`src/rtl/lfsr_skew_feeder_if.sv`:
```
// Bus between the LFSR/array side and the skew feeder.
// The feeder attaches through the slave modport; the driving side uses master.
interface lfsr_skew_feeder_if #(
  parameter int NUM_BITS = 49,
  parameter int ROWS     = 4,
  parameter int DATA_W   = 8,
  parameter int CNT_W    = 16
);
  logic                     i_start;
  logic [CNT_W-1:0]         i_num_vec;
  logic                     i_lfsr_vld;
  logic [NUM_BITS-1:0]      i_lfsr_data;
  logic                     i_lfsr_done;
  logic                     o_lfsr_en;
  logic                     i_ready;
  logic [ROWS-1:0]          o_row_vld;
  logic [ROWS*DATA_W-1:0]   o_row_data;
  logic [CNT_W-1:0]         o_vec_cnt;
  logic                     o_busy;
  logic                     o_done;

  modport slave (
    input  i_start, i_num_vec, i_lfsr_vld, i_lfsr_data, i_lfsr_done, i_ready,
    output o_lfsr_en, o_row_vld, o_row_data, o_vec_cnt, o_busy, o_done
  );

  modport master (
    output i_start, i_num_vec, i_lfsr_vld, i_lfsr_data, i_lfsr_done, i_ready,
    input  o_lfsr_en, o_row_vld, o_row_data, o_vec_cnt, o_busy, o_done
  );
endinterface

```
`src/rtl/lfsr_skew_feeder.sv`:
```
// LFSR-to-systolic-array feeder: slices each LFSR word into ROWS lanes and
// delays lane r by r extra advances so operands arrive on the array diagonal.
//
// state  | meaning
// IDLE   | waiting for i_start
// STREAM | pulling words from the LFSR, one per accept
// DRAIN  | pushing ROWS-1 bubbles so the last word reaches every lane tail
// DONE   | one-cycle completion pulse; chains are flushed here
module lfsr_skew_feeder #(
  parameter int NUM_BITS = 49,
  parameter int ROWS     = 4,
  parameter int DATA_W   = 8,
  parameter int CNT_W    = 16
) (
  input logic                i_clk,
  input logic                i_rst,
  lfsr_skew_feeder_if.slave  bus
);
  localparam int DCW = (ROWS > 1) ? $clog2(ROWS) : 1;

  typedef enum logic [1:0] {IDLE, STREAM, DRAIN, DONE} state_t;

  state_t             state_q, state_d;
  logic [CNT_W-1:0]   vec_cnt_q, vec_cnt_d;
  logic [CNT_W-1:0]   target_q, target_d;
  logic [DCW-1:0]     drain_cnt_q, drain_cnt_d;
  logic               advance, accept, last_accept, flush;
  logic [ROWS-1:0]        row_vld;
  logic [ROWS*DATA_W-1:0] row_data;

  assign advance     = bus.i_ready && ((state_q == STREAM) || (state_q == DRAIN));
  assign accept      = advance && (state_q == STREAM) && bus.i_lfsr_vld;
  assign last_accept = accept &&
                       (((vec_cnt_q + CNT_W'(1)) == target_q) || bus.i_lfsr_done);
  // The final word sits at the lane ROWS-1 tail during DONE; clear it there so
  // no stale valid lingers into IDLE.
  assign flush       = (state_q == DONE);

  // State register
  always_ff @(posedge i_clk) begin
    if (i_rst) state_q <= IDLE;
    else       state_q <= state_d;
  end

  // Next-state decode
  always_comb begin
    state_d = state_q;
    unique case (state_q)
      IDLE:    if (bus.i_start) state_d = (bus.i_num_vec != '0) ? STREAM : DONE;
      STREAM:  if (last_accept) state_d = (ROWS > 1) ? DRAIN : DONE;
      DRAIN:   if (advance && (drain_cnt_q == DCW'(1))) state_d = DONE;
      DONE:    state_d = IDLE;
      default: state_d = IDLE;
    endcase
  end

  // Outputs decoded from state; o_lfsr_en also follows i_ready directly
  always_comb begin
    bus.o_lfsr_en = (state_q == STREAM) && bus.i_ready;
    bus.o_busy    = (state_q == STREAM) || (state_q == DRAIN);
    bus.o_done    = (state_q == DONE);
  end

  // Vector count, burst target and drain down-counter next values
  always_comb begin
    vec_cnt_d   = vec_cnt_q;
    target_d    = target_q;
    drain_cnt_d = drain_cnt_q;
    if ((state_q == IDLE) && bus.i_start) begin
      vec_cnt_d = '0;
      target_d  = bus.i_num_vec;
    end
    if (accept) vec_cnt_d = vec_cnt_q + CNT_W'(1);
    if (last_accept)                        drain_cnt_d = DCW'(ROWS - 1);
    else if ((state_q == DRAIN) && advance) drain_cnt_d = drain_cnt_q - DCW'(1);
  end

  // Counter registers
  always_ff @(posedge i_clk) begin
    if (i_rst) begin
      vec_cnt_q   <= '0;
      target_q    <= '0;
      drain_cnt_q <= '0;
    end else begin
      vec_cnt_q   <= vec_cnt_d;
      target_q    <= target_d;
      drain_cnt_q <= drain_cnt_d;
    end
  end

  for (genvar r = 0; r < ROWS; r++) begin : g_lane
    logic [r:0]        vld_q;
    logic [DATA_W-1:0] dat_q [r+1];
    logic [DATA_W-1:0] head_dat;

    // Bubbles carry zero data so idle lanes present a clean operand
    assign head_dat = accept ? bus.i_lfsr_data[r*DATA_W +: DATA_W] : '0;

    // Skew chain of depth r+1; shifts only on an advance
    always_ff @(posedge i_clk) begin
      if (i_rst || flush) begin
        vld_q <= '0;
        for (int i = 0; i <= r; i++) dat_q[i] <= '0;
      end else if (advance) begin
        vld_q[0] <= accept;
        dat_q[0] <= head_dat;
        for (int i = 1; i <= r; i++) begin
          vld_q[i] <= vld_q[i-1];
          dat_q[i] <= dat_q[i-1];
        end
      end
    end

    assign row_vld[r]                    = vld_q[r];
    assign row_data[r*DATA_W +: DATA_W]  = dat_q[r];
  end

  if (NUM_BITS > ROWS*DATA_W) begin : g_hi_bits
    logic unused_hi;
    assign unused_hi = ^bus.i_lfsr_data[NUM_BITS-1:ROWS*DATA_W];
  end

  assign bus.o_row_vld  = row_vld;
  assign bus.o_row_data = row_data;
  assign bus.o_vec_cnt  = vec_cnt_q;
endmodule

```
`src/flat_wrapper.sv`:
```
// flat-port wrapper written by rule: the top's interface ports become plain ports
module lfsr_skew_feeder_flat 
#(
  parameter int NUM_BITS = 49,
  parameter int ROWS     = 4,
  parameter int DATA_W   = 8,
  parameter int CNT_W    = 16
)
  (i_clk, i_rst, bus_i_start, bus_i_num_vec, bus_i_lfsr_vld, bus_i_lfsr_data, bus_i_lfsr_done, bus_i_ready, bus_o_lfsr_en, bus_o_row_vld, bus_o_row_data, bus_o_vec_cnt, bus_o_busy, bus_o_done);
  lfsr_skew_feeder_if #(.NUM_BITS(NUM_BITS), .ROWS(ROWS), .DATA_W(DATA_W), .CNT_W(CNT_W)) bus_i ();
  input logic i_clk;
  input logic i_rst;
  input wire logic [$bits(bus_i.i_start)-1:0] bus_i_start;
  input wire logic [$bits(bus_i.i_num_vec)-1:0] bus_i_num_vec;
  input wire logic [$bits(bus_i.i_lfsr_vld)-1:0] bus_i_lfsr_vld;
  input wire logic [$bits(bus_i.i_lfsr_data)-1:0] bus_i_lfsr_data;
  input wire logic [$bits(bus_i.i_lfsr_done)-1:0] bus_i_lfsr_done;
  input wire logic [$bits(bus_i.i_ready)-1:0] bus_i_ready;
  output wire logic [$bits(bus_i.o_lfsr_en)-1:0] bus_o_lfsr_en;
  output wire logic [$bits(bus_i.o_row_vld)-1:0] bus_o_row_vld;
  output wire logic [$bits(bus_i.o_row_data)-1:0] bus_o_row_data;
  output wire logic [$bits(bus_i.o_vec_cnt)-1:0] bus_o_vec_cnt;
  output wire logic [$bits(bus_i.o_busy)-1:0] bus_o_busy;
  output wire logic [$bits(bus_i.o_done)-1:0] bus_o_done;
  assign bus_i.i_start = bus_i_start;
  assign bus_i.i_num_vec = bus_i_num_vec;
  assign bus_i.i_lfsr_vld = bus_i_lfsr_vld;
  assign bus_i.i_lfsr_data = bus_i_lfsr_data;
  assign bus_i.i_lfsr_done = bus_i_lfsr_done;
  assign bus_i.i_ready = bus_i_ready;
  assign bus_o_lfsr_en = bus_i.o_lfsr_en;
  assign bus_o_row_vld = bus_i.o_row_vld;
  assign bus_o_row_data = bus_i.o_row_data;
  assign bus_o_vec_cnt = bus_i.o_vec_cnt;
  assign bus_o_busy = bus_i.o_busy;
  assign bus_o_done = bus_i.o_done;
  lfsr_skew_feeder #(.NUM_BITS(NUM_BITS), .ROWS(ROWS), .DATA_W(DATA_W), .CNT_W(CNT_W)) u_core (.i_clk(i_clk), .i_rst(i_rst), .bus(bus_i));
endmodule
```
`config.mk`:
```
export PLATFORM = sky130hd
export DESIGN_NAME = lfsr_skew_feeder_flat
export DESIGN_NICKNAME = d
export VERILOG_FILES = /design/src/rtl/lfsr_skew_feeder_if.sv /design/src/rtl/lfsr_skew_feeder.sv /design/src/flat_wrapper.sv
export SDC_FILE = /design/constraint.sdc
export NUM_CORES = 1
export LEC_CHECK = 0
export BUFFER_PORTS_ARGS = -buffer_cell sky130_fd_sc_hd__buf_2
export CORE_MARGIN = 4
export CORE_UTILIZATION = 35
export DETAILED_ROUTE_END_ITERATION = 12
export GPL_ROUTABILITY_DRIVEN = 0
export GPL_TIMING_DRIVEN = 1
export PLACE_DENSITY = 0.64
export SLEW_MARGIN = 20
export SYNTH_ARGS = -nofsm -noshare
export SYNTH_HDL_FRONTEND = slang
export SYNTH_SLANG_ARGS = --single-unit
```
`constraint.sdc`:
```
create_clock -name i_clk -period 2.7 [get_ports i_clk]
set_input_delay 0 -clock i_clk [delete_from_list [all_inputs] [get_ports i_clk]]
set_output_delay 0 -clock i_clk [all_outputs]
set_load 0.005 [all_outputs]
```
# Word level (Yosys, flattened, before mapping)
# Memories as Yosys holds them, arrays and structs flattened.
# Index checks and enable logic that the tools add are counted.
# totals
reg_bits,46
ram_bits,80
inputBits,71
output_inout_bits,55
elab_cells,77
mem_count,4
# classes
addsub,2
eq_ne,8
mux,29
n_bitwise,9
n_reduce_logical,17
# memory_table
memory,words,width,read_ports,rd_clocked_by_memory_dff,write_ports,line,rtl
u_core.g_lane[3].dat_q,4,8,4,0,4,lfsr_skew_feeder.sv:93,logic [DATA_W-1:0] dat_q [r+1];
u_core.g_lane[2].dat_q,3,8,3,0,3,lfsr_skew_feeder.sv:93,
u_core.g_lane[1].dat_q,2,8,2,0,2,lfsr_skew_feeder.sv:93,
u_core.g_lane[0].dat_q,1,8,1,0,1,lfsr_skew_feeder.sv:93,
# op_table
operator,n
$mux 8,14
$mux 16,2
$add 16x1->16 const B,1
$eq 16x16->1,1
$reduce_bool 16->1,1
$mux 2,6
$or 1x1->1,9
$logic_and 1x1->1,8
$pmux 2 s4,1
$reduce_or 8->1,1
$mux 1,6
$eq 2x1->1 const B,2
$eq 2x2->1 const B,2
$ne 2x2->1 const B,2
$reduce_bool 2->1,2
$logic_or 1x1->1,3
$reduce_and 3->1,1
$logic_not 2->1,1
$ne 2x1->1 const B,1
$sub 2x1->2 const B,1

# Logic depth before layout (Yosys ltp)
# logic_depth
word_depth,8
mapped_depth,9
depth_no_buf,8

# Worst setup path before layout
# OpenSTA, ideal clock, no wires.
# synth_timing
kind,register -> register
from,register u_core.state_q[0]
to,memory u_core.g_lane[0].dat_q[0][0] (enable)
setup_time_ns,0.434
t_arrival_ns,2.521
required_ns,2.266
path_slack_ns,-0.254
path_stages_with_launch,5
n_path_buf,0
synth_period_minus_slack_ns,2.954
path_cell_list,dfxtp_1 inv_1 ha_1 a211oi_1 inv_1
# synth_via
elab_chain_cells,8
word_cells_on_any_way,13
cone_classes,eq/ne (3); mux (6); reduce/logical (4)
# synth_lines
element,line,rtl
from (decl),lfsr_skew_feeder.sv:23,"state_t state_q, state_d;"
from (signal assigned),lfsr_skew_feeder.sv:42,else state_q <= state_d;
$eq 2x1->1 or $eq 2x2->1 (tied branches),n/a,
$logic_or 1x1->1 *,n/a,
via bus_o_busy,flat_wrapper.sv:23,output wire logic [$bits(bus_i.o_busy)-1:0] bus_o_busy;
$logic_and 1x1->1 *,lfsr_skew_feeder.sv:31,assign advance = bus.i_ready && ((state_q == STREAM) || (state_q == DRAIN));
$mux 1 *,lfsr_skew_feeder.sv:104,end else if (advance) begin
$mux 1 *,lfsr_skew_feeder.sv:101,if (i_rst || flush) begin
$mux 1 (implied by the code) *,lfsr_skew_feeder.sv:106,dat_q[0] <= head_dat;
$reduce_or 8->1 (no line),n/a,
$mux 1 (no line) *,n/a,
to (decl),lfsr_skew_feeder.sv:93,
# Mark *: on every way through the listed nets, which the timed path passes. The rest lies on a longest branch.

# Worst setup path in the final report
# layout_timing
from,register u_core.vec_cnt_q[1] (netlist: u_core.bus.o_vec_cnt[1])
to,register u_core.state_q[1]
# layout_via
elab_chain_cells,6
# layout_lines
element,line,rtl
from (decl),lfsr_skew_feeder.sv:24,"logic [CNT_W-1:0] vec_cnt_q, vec_cnt_d;"
from (signal assigned),lfsr_skew_feeder.sv:85,vec_cnt_q <= vec_cnt_d;
$add 16x1->16,lfsr_skew_feeder.sv:34,(((vec_cnt_q + CNT_W'(1)) == target_q) || bus.i_lfsr_done);
$eq 16x16->1,lfsr_skew_feeder.sv:34,
$logic_or 1x1->1,lfsr_skew_feeder.sv:34,
$logic_and 1x1->1,lfsr_skew_feeder.sv:33,assign last_accept = accept &&
$ne 2x1->1 (no line),n/a,
$reduce_and 3->1 (no line),n/a,
# No other way between the ends.
# A chain may end at the register's enable or synchronous reset.

==> results.toml <==
[min_path]
hp-class = "in -> reg"

[setup_path]
crit_start = "u_core.bus.o_vec_cnt[1]"
cp_cell_sequence = "ha_1, nand3_1, nor3_2, nand3b_1, a32o_1, nor4_4, a21oi_2, mux2_4"
critPathBufInv = 0
cpLargestDelayFamily = "simple AND/OR/NAND/NOR gates"
path_class = "reg -> reg"
setup.worst_path.start_class = "register"
reg2regPathDepth = 8
slowest_delay_ps = 410
crit_required_ps = 3000
worst_path_max_delay_cell = "dfxtp_1"
path_depth = 8
path_max_fanout = 6
r2r_setup_slack_ps = 170
critPathCapture = "u_core.state_q[1]"
r2r_start = "u_core.bus.o_vec_cnt[1]"
rr_endpoint = "u_core.state_q[1]"
end_kind = "register"
crit_arrival_ps = 2830

[die]
core_area_um2 = 15300
die_w_um = 134
dieArea_um2 = 17800
die_y_um = 134
start_util_pct = 36.0
boundaryPins = 126
row_count = 45

[sta]
rsz0062_at_grt = "false"
relSlewSlack_pct = 70.5
setup_violations = 0
tightest_slew_ps = 441
finalClockSkew_ps = 7.45
fin_tns_setup_ps = 0
hold_viol_final = 0
max_freq_mhz = 395
min_period_ps = 2530
finalCritPeriodShare_pct = 93.8
drv_slew = 0

[final_layout]
mostFrequentLayoutCells = "buf_2 (108), and2_1 (82), edfxtp_1 (80)"
diodes = 0
nets = 730
instances_no_fill = 876
fillers = 1410
drive_above_1_share_pct = 25.7
post-route-util_pct = 47.6
layout_commonest_cell = "buf_2"
area_delta_synth_final_pct = 32.2

[placement]
dp_cells = 795
io_buffers = 108
dp_hpwl_mm = 8.12

[synthesis]
synth_seq_cells = 120
yosysSeqAreaShare_pct = 58.1
synth_edf_count = 80
ys_warn_count = 0
synth_flop_cell = "edfxtp_1"
synth.avg_cell_area_um2 = 10.9
syn_inst = 504
syn_nets = 582
synthDistinctLibCells = 55
synthArstFlopShare_pct = 0
syn-cell-area_um2 = 5520

[grt]
grt_pass1_vias = 3978
grt_pass1_wl_mm = 19.7
grt_max_degree = 81
overflow = 0
antenna_found_initial = 0
grt_usage_pct = 13.9

[clock_tree]
root_buffer = "clkbuf_16"
clock_latency_ps = 410
clkSinkCount = 120
h-tree-depth = 4
cts_tree = "done"
cts_made_buffers = 17
cts_setup_buffers = 0
ctsLongestPathBuffers = 2
clkTransAtPathRegs_ps = 60

[power]
finalPower_mw = 5.38
powerDensity_nw_per_um2 = 738
peakVddDrop_mv = 0.476
power_leakage_nw = 2.97

[routing]
num_vias = 4130
wire_per_inst_um = 13.9
finalWirelength_mm = 12.2
firstDrtPassIters = 5
drtAntennaViolNets = 0
drt_iter0_drc = 257
drc_errors = 0
via_per_inst = 4.71

[run]
maxCapViolCount = 0

[status]
status = "finished, final reports clean"
registers in the layout, summed over array words and instances, names as in the netlist:
| signal | cells |
|---|---|
| u_core.g_lane.vld_q | 4 |
| u_core.drain_cnt_q | 2 |
| u_core.g_lane.dat_q | 80 |
| u_core.bus.o_vec_cnt | 16 |
| u_core.state_q | 2 |
| u_core.target_q | 16 |
per-stage QoR:
step / cell area [um^2] / hold slack [ps] / worst slack [ps]
after floorplan: 5540 / 110 / 2.01
after global placement: 6250 / 252 / 225
after detailed placement: 6250 / 258 / 174
after CTS: 7290 / 30.7 / 153
after global routing: 7290 / 45.2 / 17.6
final: 7290 / 57.7 / 167
repair_timing:
item                                   in CTS  in global routing
setup endpoints to repair                   0                  1
gates resized for setup                     0                  1
hold buffers                               49                  0
endpoints found under the hold margin      50                  0
area by class of cell:
| class | count | area, um^2 | area share (%) |
|---|---|---|---|
| Clock buffer | 18 | 429 | 5.88 |
| Clock inverter | 14 | 125 | 1.72 |
| Inverter | 7 | 30.0 | 0.412 |
| Multi-Input combinational cell | 332 | 2070 | 28.4 |
| Sequential cell | 120 | 3200 | 43.9 |
| Tap cell | 211 | 264 | 3.62 |
| Timing Repair Buffer | 174 | 1170 | 16.1 |
synth_stat cells, types with 4 or more instances:
master    number  area [um^2]
a211oi_1       4         30.0
a21oi_1       36          180
a311oi_1       5         43.8
and2_1        82          513
buf_2          4         20.0
buf_4         17          128
clkbuf_1      21         78.8
dfxtp_1       40          801
edfxtp_1      80         2400
ha_1           7         87.6
inv_1          7         26.3
nand2_1       54          203
nand3_1       11         55.1
nand4_1        5         31.3
nor2_1        28          105
nor3_1         8         40.0
o21ai_0       17         85.1
xnor2_1       10         87.6
xor2_1        12          105
worst min-delay path by stage:
stage	slack, ps	cells past startpoint	end	startpoint
2_1_floorplan	110	1	bus_o_lfsr_en	bus_i_ready
3_3_place_gp	250	3	u_core.target_q[6]	bus_i_num_vec[6]
3_5_place_dp	260	3	u_core.target_q[6]	bus_i_num_vec[6]
4_1_cts	30	3	u_core.g_lane[1].vld_q[0]	i_rst
5_1_grt	50	3	u_core.g_lane[1].vld_q[0]	i_rst
6_report	60	3	u_core.g_lane[1].vld_q[0]	i_rst
worst register-to-register path, delay by kind of cell (launching register included):
kind	cells	cell delay, ps
AO/OA/AOI/OAI	2	440
adder cells (fa/ha/maj)	1	200
flip-flops	1	410
multiplexers	1	310
AND/OR/NAND/NOR	4	1070
kinds of logic after synthesis:
kind of cell	Yosys count	synth area share (%)
muxes	4	0.817
xor gates and xnor gates	22	3.49
DFF	120	58.1
and+or+nand+nor	216	21.3
buffers and inverters	52	5.06
AOI/OAI and AO/OA	83	9.64
adders and majority gates	7	1.59
where the power goes:
group          internal, mW  switching [mW]  leakage [nW]  total [mW]
logic                 0.382           0.523          1.54       0.905
registers              2.28          0.0941          1.17        2.37
clock network          1.27           0.835         0.267        2.10
per-layer routing:
metal	global-route usage (%)	share of wire [%]	vias to the layer above	wire (um)
li1	-	-	2050	-
met1	17.2	45	1949	5440
met2	22.5	47	117	5750
met3	4.34	6.0	14	727
met4	6.00	2.0	0	248
met5	0	0	-	0
(Power assumes the default switching activity.)
